==> config.mk <==
export PLATFORM = sky130hd
export DESIGN_NAME = rep_add_mult_flat
export DESIGN_NICKNAME = d
export VERILOG_FILES = /design/src/rtl/rep_add_mult_pkg.sv /design/src/rtl/rep_add_mult_if.sv /design/src/rtl/rep_add_mult_ctrl.sv /design/src/rtl/rep_add_mult.sv /design/src/flat_wrapper.sv
export SDC_FILE = /design/constraint.sdc
export NUM_CORES = 1
export LEC_CHECK = 0
export BUFFER_PORTS_ARGS = -buffer_cell sky130_fd_sc_hd__buf_2
export CELL_PAD_IN_SITES_DETAIL_PLACEMENT = 1
export CELL_PAD_IN_SITES_GLOBAL_PLACEMENT = 1
export CORE_ASPECT_RATIO = 0.6
export CORE_UTILIZATION = 40
export CTS_CLUSTER_DIAMETER = 50
export DETAILED_ROUTE_END_ITERATION = 8
export PLACE_DENSITY_LB_ADDON = 0.1
export SLEW_MARGIN = 30
export SYNTH_ARGS = -nofsm -noshare
export SYNTH_HDL_FRONTEND = slang
export SYNTH_SLANG_ARGS = --single-unit
==> constraint.sdc <==
create_clock -name clk -period 2.3 [get_ports clk]
set_input_delay 0.115 -clock clk [delete_from_list [all_inputs] [get_ports clk]]
set_output_delay 0.115 -clock clk [all_outputs]
set_load 0.02 [all_outputs]
==> src/rtl/rep_add_mult_pkg.sv <==
// Shared types for the repeated-addition multiplier.
package rep_add_mult_pkg;
  localparam int STATE_W = 2;

  typedef enum logic [STATE_W-1:0] {
    IDLE = 2'd0,
    RUN  = 2'd1,
    DONE = 2'd2
  } state_t;
endpackage

==> src/rtl/rep_add_mult_if.sv <==
// Start/abort request and result bus of the multiplier.
interface rep_add_mult_if #(
  parameter int WIDTH = 8
);
  logic               start;
  logic               abort;
  logic [WIDTH-1:0]   a_in;
  logic [WIDTH-1:0]   b_in;
  logic               ready;
  logic               done;
  logic               busy;
  logic [2*WIDTH-1:0] product;

  modport master (
    output start, abort, a_in, b_in,
    input  ready, done, busy, product
  );

  modport slave (
    input  start, abort, a_in, b_in,
    output ready, done, busy, product
  );
endinterface

==> src/rtl/rep_add_mult_ctrl.sv <==
// Control FSM of the multiplier: turns start/abort/b_zero into datapath strobes.
module rep_add_mult_ctrl
  import rep_add_mult_pkg::*;
(
  input  logic clk,
  input  logic rst,
  input  logic start,
  input  logic abort,
  input  logic b_zero,
  output logic ld,
  output logic add_dec,
  output logic clr,
  output logic ready,
  output logic busy,
  output logic done
);
  state_t state, state_nxt;

  // State register, synchronous active-low reset.
  always_ff @(posedge clk) begin
    if (!rst) state <= IDLE;
    else      state <= state_nxt;
  end

  // Next state and strobes; abort outranks the loop-end test.
  always_comb begin
    state_nxt = state;
    ld        = 1'b0;
    add_dec   = 1'b0;
    clr       = 1'b0;
    ready     = 1'b0;
    busy      = 1'b0;
    done      = 1'b0;
    unique case (state)
      IDLE: begin
        ready = 1'b1;
        if (start) begin
          ld        = 1'b1;
          state_nxt = RUN;
        end
      end
      RUN: begin
        busy = 1'b1;
        if (abort) begin
          clr       = 1'b1;
          state_nxt = IDLE;
        end else if (b_zero) begin
          state_nxt = DONE;
        end else begin
          add_dec = 1'b1;
        end
      end
      DONE: begin
        done      = 1'b1;
        state_nxt = IDLE;
      end
      default: state_nxt = IDLE;
    endcase
  end
endmodule

==> src/rtl/rep_add_mult.sv <==
// Repeated-addition multiplier: P = A * B by adding A to P, B times.
// Optional build macro OPERAND_SWAP_EN loops on the smaller operand.
module rep_add_mult
  import rep_add_mult_pkg::*;
#(
  parameter int WIDTH = 8
) (
  input logic          clk,
  input logic          rst,
  rep_add_mult_if.slave bus
);
  logic [WIDTH-1:0]   a_q, b_q;
  logic [WIDTH-1:0]   a_ld, b_ld;
  logic [2*WIDTH-1:0] p_q;
  logic               ld, add_dec, clr, b_zero;

`ifdef OPERAND_SWAP_EN
  // Put the larger operand in A so the loop runs min(a,b) times.
  logic swap;
  assign swap = (bus.b_in > bus.a_in);
  assign a_ld = swap ? bus.b_in : bus.a_in;
  assign b_ld = swap ? bus.a_in : bus.b_in;
`else
  assign a_ld = bus.a_in;
  assign b_ld = bus.b_in;
`endif

  assign b_zero = (b_q == '0);

  rep_add_mult_ctrl u_ctrl (
    .clk     (clk),
    .rst     (rst),
    .start   (bus.start),
    .abort   (bus.abort),
    .b_zero  (b_zero),
    .ld      (ld),
    .add_dec (add_dec),
    .clr     (clr),
    .ready   (bus.ready),
    .busy    (bus.busy),
    .done    (bus.done)
  );

  // Operand and accumulator registers; B only decrements while nonzero.
  always_ff @(posedge clk) begin
    if (!rst) begin
      a_q <= '0;
      b_q <= '0;
      p_q <= '0;
    end else if (ld) begin
      a_q <= a_ld;
      b_q <= b_ld;
      p_q <= '0;
    end else if (clr) begin
      p_q <= '0;
    end else if (add_dec) begin
      p_q <= p_q + {{WIDTH{1'b0}}, a_q};
      b_q <= b_q - 1'b1;
    end
  end

  assign bus.product = p_q;
endmodule

==> src/flat_wrapper.sv <==
// flat-port wrapper written by rule: the top's interface ports become plain ports
module rep_add_mult_flat import rep_add_mult_pkg::*;
#(
  parameter int WIDTH = 8
)
  (clk, rst, bus_start, bus_abort, bus_a_in, bus_b_in, bus_ready, bus_done, bus_busy, bus_product);
  rep_add_mult_if #(.WIDTH(WIDTH)) bus_i ();
  input logic clk;
  input logic rst;
  input wire logic [$bits(bus_i.start)-1:0] bus_start;
  input wire logic [$bits(bus_i.abort)-1:0] bus_abort;
  input wire logic [$bits(bus_i.a_in)-1:0] bus_a_in;
  input wire logic [$bits(bus_i.b_in)-1:0] bus_b_in;
  output wire logic [$bits(bus_i.ready)-1:0] bus_ready;
  output wire logic [$bits(bus_i.done)-1:0] bus_done;
  output wire logic [$bits(bus_i.busy)-1:0] bus_busy;
  output wire logic [$bits(bus_i.product)-1:0] bus_product;
  assign bus_i.start = bus_start;
  assign bus_i.abort = bus_abort;
  assign bus_i.a_in = bus_a_in;
  assign bus_i.b_in = bus_b_in;
  assign bus_ready = bus_i.ready;
  assign bus_done = bus_i.done;
  assign bus_busy = bus_i.busy;
  assign bus_product = bus_i.product;
  rep_add_mult #(.WIDTH(WIDTH)) u_core (.clk(clk), .rst(rst), .bus(bus_i));
endmodule
Word level (Yosys, flattened, before mapping)
Index checks and enable logic that the tools add are counted.
{"block": "op_classes", "n_mux": 17, "bitwise_logic": 1, "add_sub_neg": 2, "reduce_logical": 6, "eq_ne": 5}
{"cell": "$mux 8", "count": 3}
{"cell": "$add 16x8->16", "count": 1}
{"cell": "$mux 1", "count": 10}
{"cell": "$logic_not 8->1", "count": 1}
{"cell": "$sub 8x1->8 const B", "count": 1}
{"cell": "$mux 2", "count": 3}
{"cell": "$pmux 2 s2", "count": 1}
{"cell": "$reduce_and 2->1", "count": 2}
{"cell": "$ne 3x2->1 const B", "count": 1}
{"cell": "$reduce_or 3->1", "count": 1}
{"cell": "$eq 2x1->1 const B", "count": 1}
{"cell": "$eq 2x2->1 const B", "count": 1}
{"cell": "$logic_not 2->1", "count": 1}
{"cell": "$ne 2x1->1 const B", "count": 1}
{"cell": "$ne 2x2->1 const B", "count": 1}
{"cell": "$reduce_bool 2->1", "count": 1}
{"cell": "$not 1->1", "count": 1}
{"block": "word_totals", "out_inout_bits": 19, "in_bits": 20, "word_cells": 35, "ff_bits": 34}

Longest topological paths before layout
{"block": "depth", "word_depth": 7, "depth_mapped": 8, "depth_no_buf": 7}

Hierarchy
Synthesis repeated with hierarchy kept, for this count alone.
{"block": "hier_totals", "cells_unflattened": 210, "area_unflattened_um2": 1846.8}
{"mod": "rep_add_mult", "instances": 1, "seq_area_each_um2": 640.6, "cells_each": 197, "area_each_um2": 1731.7}
{"mod": "rep_add_mult_ctrl", "instances": 1, "seq_area_each_um2": 40.0, "cells_each": 13, "area_each_um2": 115.1}

Worst setup path before layout
OpenSTA, ideal clock, no wires.
{"block": "synth_path", "path_type": "reg-to-reg", "from": "register u_core.p_q[0], in the netlist u_core.bus.product[0]", "to": "register u_core.p_q[6], in the netlist u_core.bus.product[6]", "stages_incl_launch_ff": 7, "n_path_buf": 0, "setup_ns": 0.122, "arrival_time_ns": 1.984, "period_less_slack_ns": 2.106, "required_time_ns": 2.178, "slack_ns": 0.194, "path_cell_list": "dfxtp_1 -> ha_1 -> fa_1 -> a211o_1 -> a21oi_1 -> o21bai_1 -> a221o_1"}
{"block": "synth_via", "elab_chain_len": 1}
{"item": "from (decl)", "line": "rep_add_mult.sv:14", "text": "logic [2*WIDTH-1:0] p_q;"}
{"item": "from (signal assigned)", "line": "rep_add_mult.sv:57", "text": "p_q <= p_q + {{WIDTH{1'b0}}, a_q};"}
{"item": "$add 16x8->16", "line": "rep_add_mult.sv:57"}
Every way passes these cells.
A chain may end at the register's enable or synchronous reset.

Worst setup path after layout
{"block": "layout_path", "from": "register u_core.b_q[0]", "to": "register u_core.p_q[13], in the netlist u_core.bus.product[13]"}
{"block": "layout_via", "elab_chain_len": 4}
{"item": "from (decl)", "line": "rep_add_mult.sv:12", "text": "logic [WIDTH-1:0] a_q, b_q;"}
{"item": "from (signal assigned)", "line": "rep_add_mult.sv:52", "text": "b_q <= b_ld;"}
{"item": "from (signal assigned)", "line": "rep_add_mult.sv:58", "text": "b_q <= b_q - 1'b1;"}
{"item": "$logic_not 8->1", "line": "rep_add_mult.sv:28", "text": "assign b_zero = (b_q == '0);"}
{"item": "$mux 1", "line": "rep_add_mult_ctrl.sv:47", "text": "end else if (b_zero) begin"}
{"item": "$mux 1", "line": "rep_add_mult_ctrl.sv:44", "text": "if (abort) begin"}
{"item": "$mux 1", "line": "rep_add_mult_ctrl.sv:34", "text": "unique case (state)"}
Every way passes these cells.

==> metrics.cfg <==
[global_route]
grt-ovfl-total=0
grt_pass1_wl_mm=7.87
grt_max_degree=16
grt_usage_pct=21.0
antenna_found_initial=0
grt_pass1_vias=1617

[cells_and_area]
nNetsFinal=295
diodes=0
final_cells=324
areaGrowthSynthToFinish_pct=18.6
final_core_util_pct=51.4
drive_above_1_share_pct=21.6

[cts]
cts.hold.buffers_added=0
numCtsBuffers=5
post_cts.repair.setup_buffers=0
cts_tree=yes
worstSkewPairLatency_ns=0.29
cts_sinks=34
cts_resized=0
clk_pin_slew_ns=0.07
htreeDepth=2
cts_buffer_depth=2
cts_root_buf=clkbuf_8

[die]
core_area_um2=4280
ios=39
num_rows=18
die_h_um=54.7
die_x_um=89.9
start_util_pct=43.3
die-area_um2=4920

[place]
dpl_worst_slack_ns=0.208
placed_cells=317
portBuffers=38
gp_congestion=0.764
dpl.hpwl_mm=3.71

[logic_synthesis]
ys_seq_area_share_pct=36.7
syn_area_per_cell_um2=8.35
yosys-top-cells-count=40 x nand2_1, 34 x dfxtp_1, 28 x a21oi_1, 13 x nor2_1, 10 x ha_1
synth.distinct_cells=45
synth_flop_cell=dfxtp_1
yosys_warnings=0
postSynthCellCount=222
post-synth-top-count-cell=nand2_1
async_flop_share_pct=0
yosys.area.top_type=dfxtp_1
synth_nets=253
netlist_top_cells_area=dfxtp_1 37%, nand2_1 8.1%, a21oi_1 7.6%
synth_top_area_share_pct=36.7
synth-seq-cells=34
synth_edf_count=0
synth_area_um2=1850

[power]
p_leak_nw=0.938
ir_worst_vdd_uv=297
powerDensity_nw_per_um2=580

[sta]
rsz0062_at_grt=false
setup_viol=0
fmax_mhz=467
worst_slack_ns=0.158
post-route-period-util_pct=93.1
tightest_slew_ns=0.606
holdWs_ns=0.0529
max_slew_margin_pct=59.6
period_minus_slack_ns=2.14
slew_violations=0
fin_setup_tns_ns=0
finClkSkew_ns=0.00515
hold_viol=0

[route]
ant_nets=0
wl_mm=4.93
dr.pass1.iters=4
drc=0
routedWlPerCell_um=15.2
num_vias=1731
drt_iter0_drc=38
via_per_inst=5.34

[run_status]
status=finished clean

[worst_setup_path]
endpoint_kind=register
crit_type=register to register
reg2regPathDepth=7
r2r-end=u_core.bus.product[13]
reg2reg_slack_ns=0.16
critical_path_arrival_ns=2.36
r2r_start=u_core.b_q[0]
cp-start-kind=register
cp.required_ns=2.52
path_max_fanout=12

[flow_run]
maxCapViolCount=0

[hold_path]
hold_path.class=primary input to register
hold_end=u_core.a_q[1]
hp-start=bus_a_in[1]
hold_depth=3

-- registers in the layout, summed over array words and instances (netlist names) --
register	cells
u_core.a_q	8
u_core.bus.product	16
u_core.u_ctrl.state	2
u_core.b_q	8
-- cells by family (layout without fill, tap and decap cells) --
| logic type | after synthesis | after routing | synth area share, % |
|---|---|---|---|
| AND/OR/NAND/NOR | 87 | 87 | 23.0 |
| AO/OA/AOI/OAI | 61 | 61 | 21.6 |
| flip-flops | 34 | 34 | 36.7 |
| buffers and inverters | 13 | 55 | 2.97 |
| adder cells (fa/ha/maj) | 11 | 11 | 7.83 |
| XOR/XNOR | 11 | 11 | 5.20 |
| multiplexers | 5 | 5 | 2.70 |
-- worst max-delay path, stage by stage, from the launching register on --
cell      delay, ns
dfxtp_1        0.38
inv_1          0.08
ha_1           0.22
nor3b_1        0.19
a21oi_2        0.51
nand2_1        0.17
a2111o_1       0.43
o21ai_0        0.08
-- power breakdown --
part	switching [W]	internal, W
clock	0.000233	0.000203
combinational	0.000119	0.0000794
sequential	0.0000258	0.000615
total	0.000378	0.000897
-- cell type report --
type | instances | area [um2]
well taps | 60 | 75.1
clock inverters | 2 | 10.0
multi-input cells | 175 | 1120
inverters | 5 | 18.8
flip-flops and latches | 34 | 681
clock buffers | 5 | 68.8
fillers | 536 | 2080
repair buffers | 43 | 228
-- cell usage in the layout, fill, tap and decap left out, types with 3 or more instances in the layout --
cell type   n
inv_1       5
nand3_1     7
mux2i_1     5
nor2_1     13
nand2_1    40
a21o_1      3
a21oi_1    28
nor3_1      3
nand4_1     3
dfxtp_1    34
o21a_1      3
ha_1       10
buf_4       5
clkbuf_8    5
xnor2_1     7
xor2_1      4
buf_2      38
a211oi_1    7
nand2b_1    4
o21ai_0     7
-- through the flow --
step | cell area, um2 | power, W
after global placement | 2120 | 0.000845
after floorplan | 1850 | 0.000785
after CTS | 2200 | 0.00128
final | 2200 | 0.00128
after detailed placement | 2120 | 0.000850
after global routing | 2200 | 0.00133
-- worst max-delay path by stage --
stage                     slack [ns]                endpoint  cells past startpoint             startpoint
after CTS                       0.18  u_core.bus.product[13]                      7          u_core.b_q[0]
final                           0.16  u_core.bus.product[13]                      7          u_core.b_q[0]
after detailed placement        0.21  u_core.bus.product[13]                      7          u_core.b_q[0]
after floorplan                 0.19   u_core.bus.product[6]                      6  u_core.bus.product[0]
after global routing            0.08  u_core.bus.product[13]                      7          u_core.b_q[0]
after global placement          0.26   u_core.bus.product[6]                      7  u_core.bus.product[0]
-- layer usage --
layer,GRT usage (%),routed length [um]
met2,32.9,2030
met4,7.26,53
met1,28.7,2660
met5,0,0
met3,5.14,185
(Power assumes the default switching activity.)
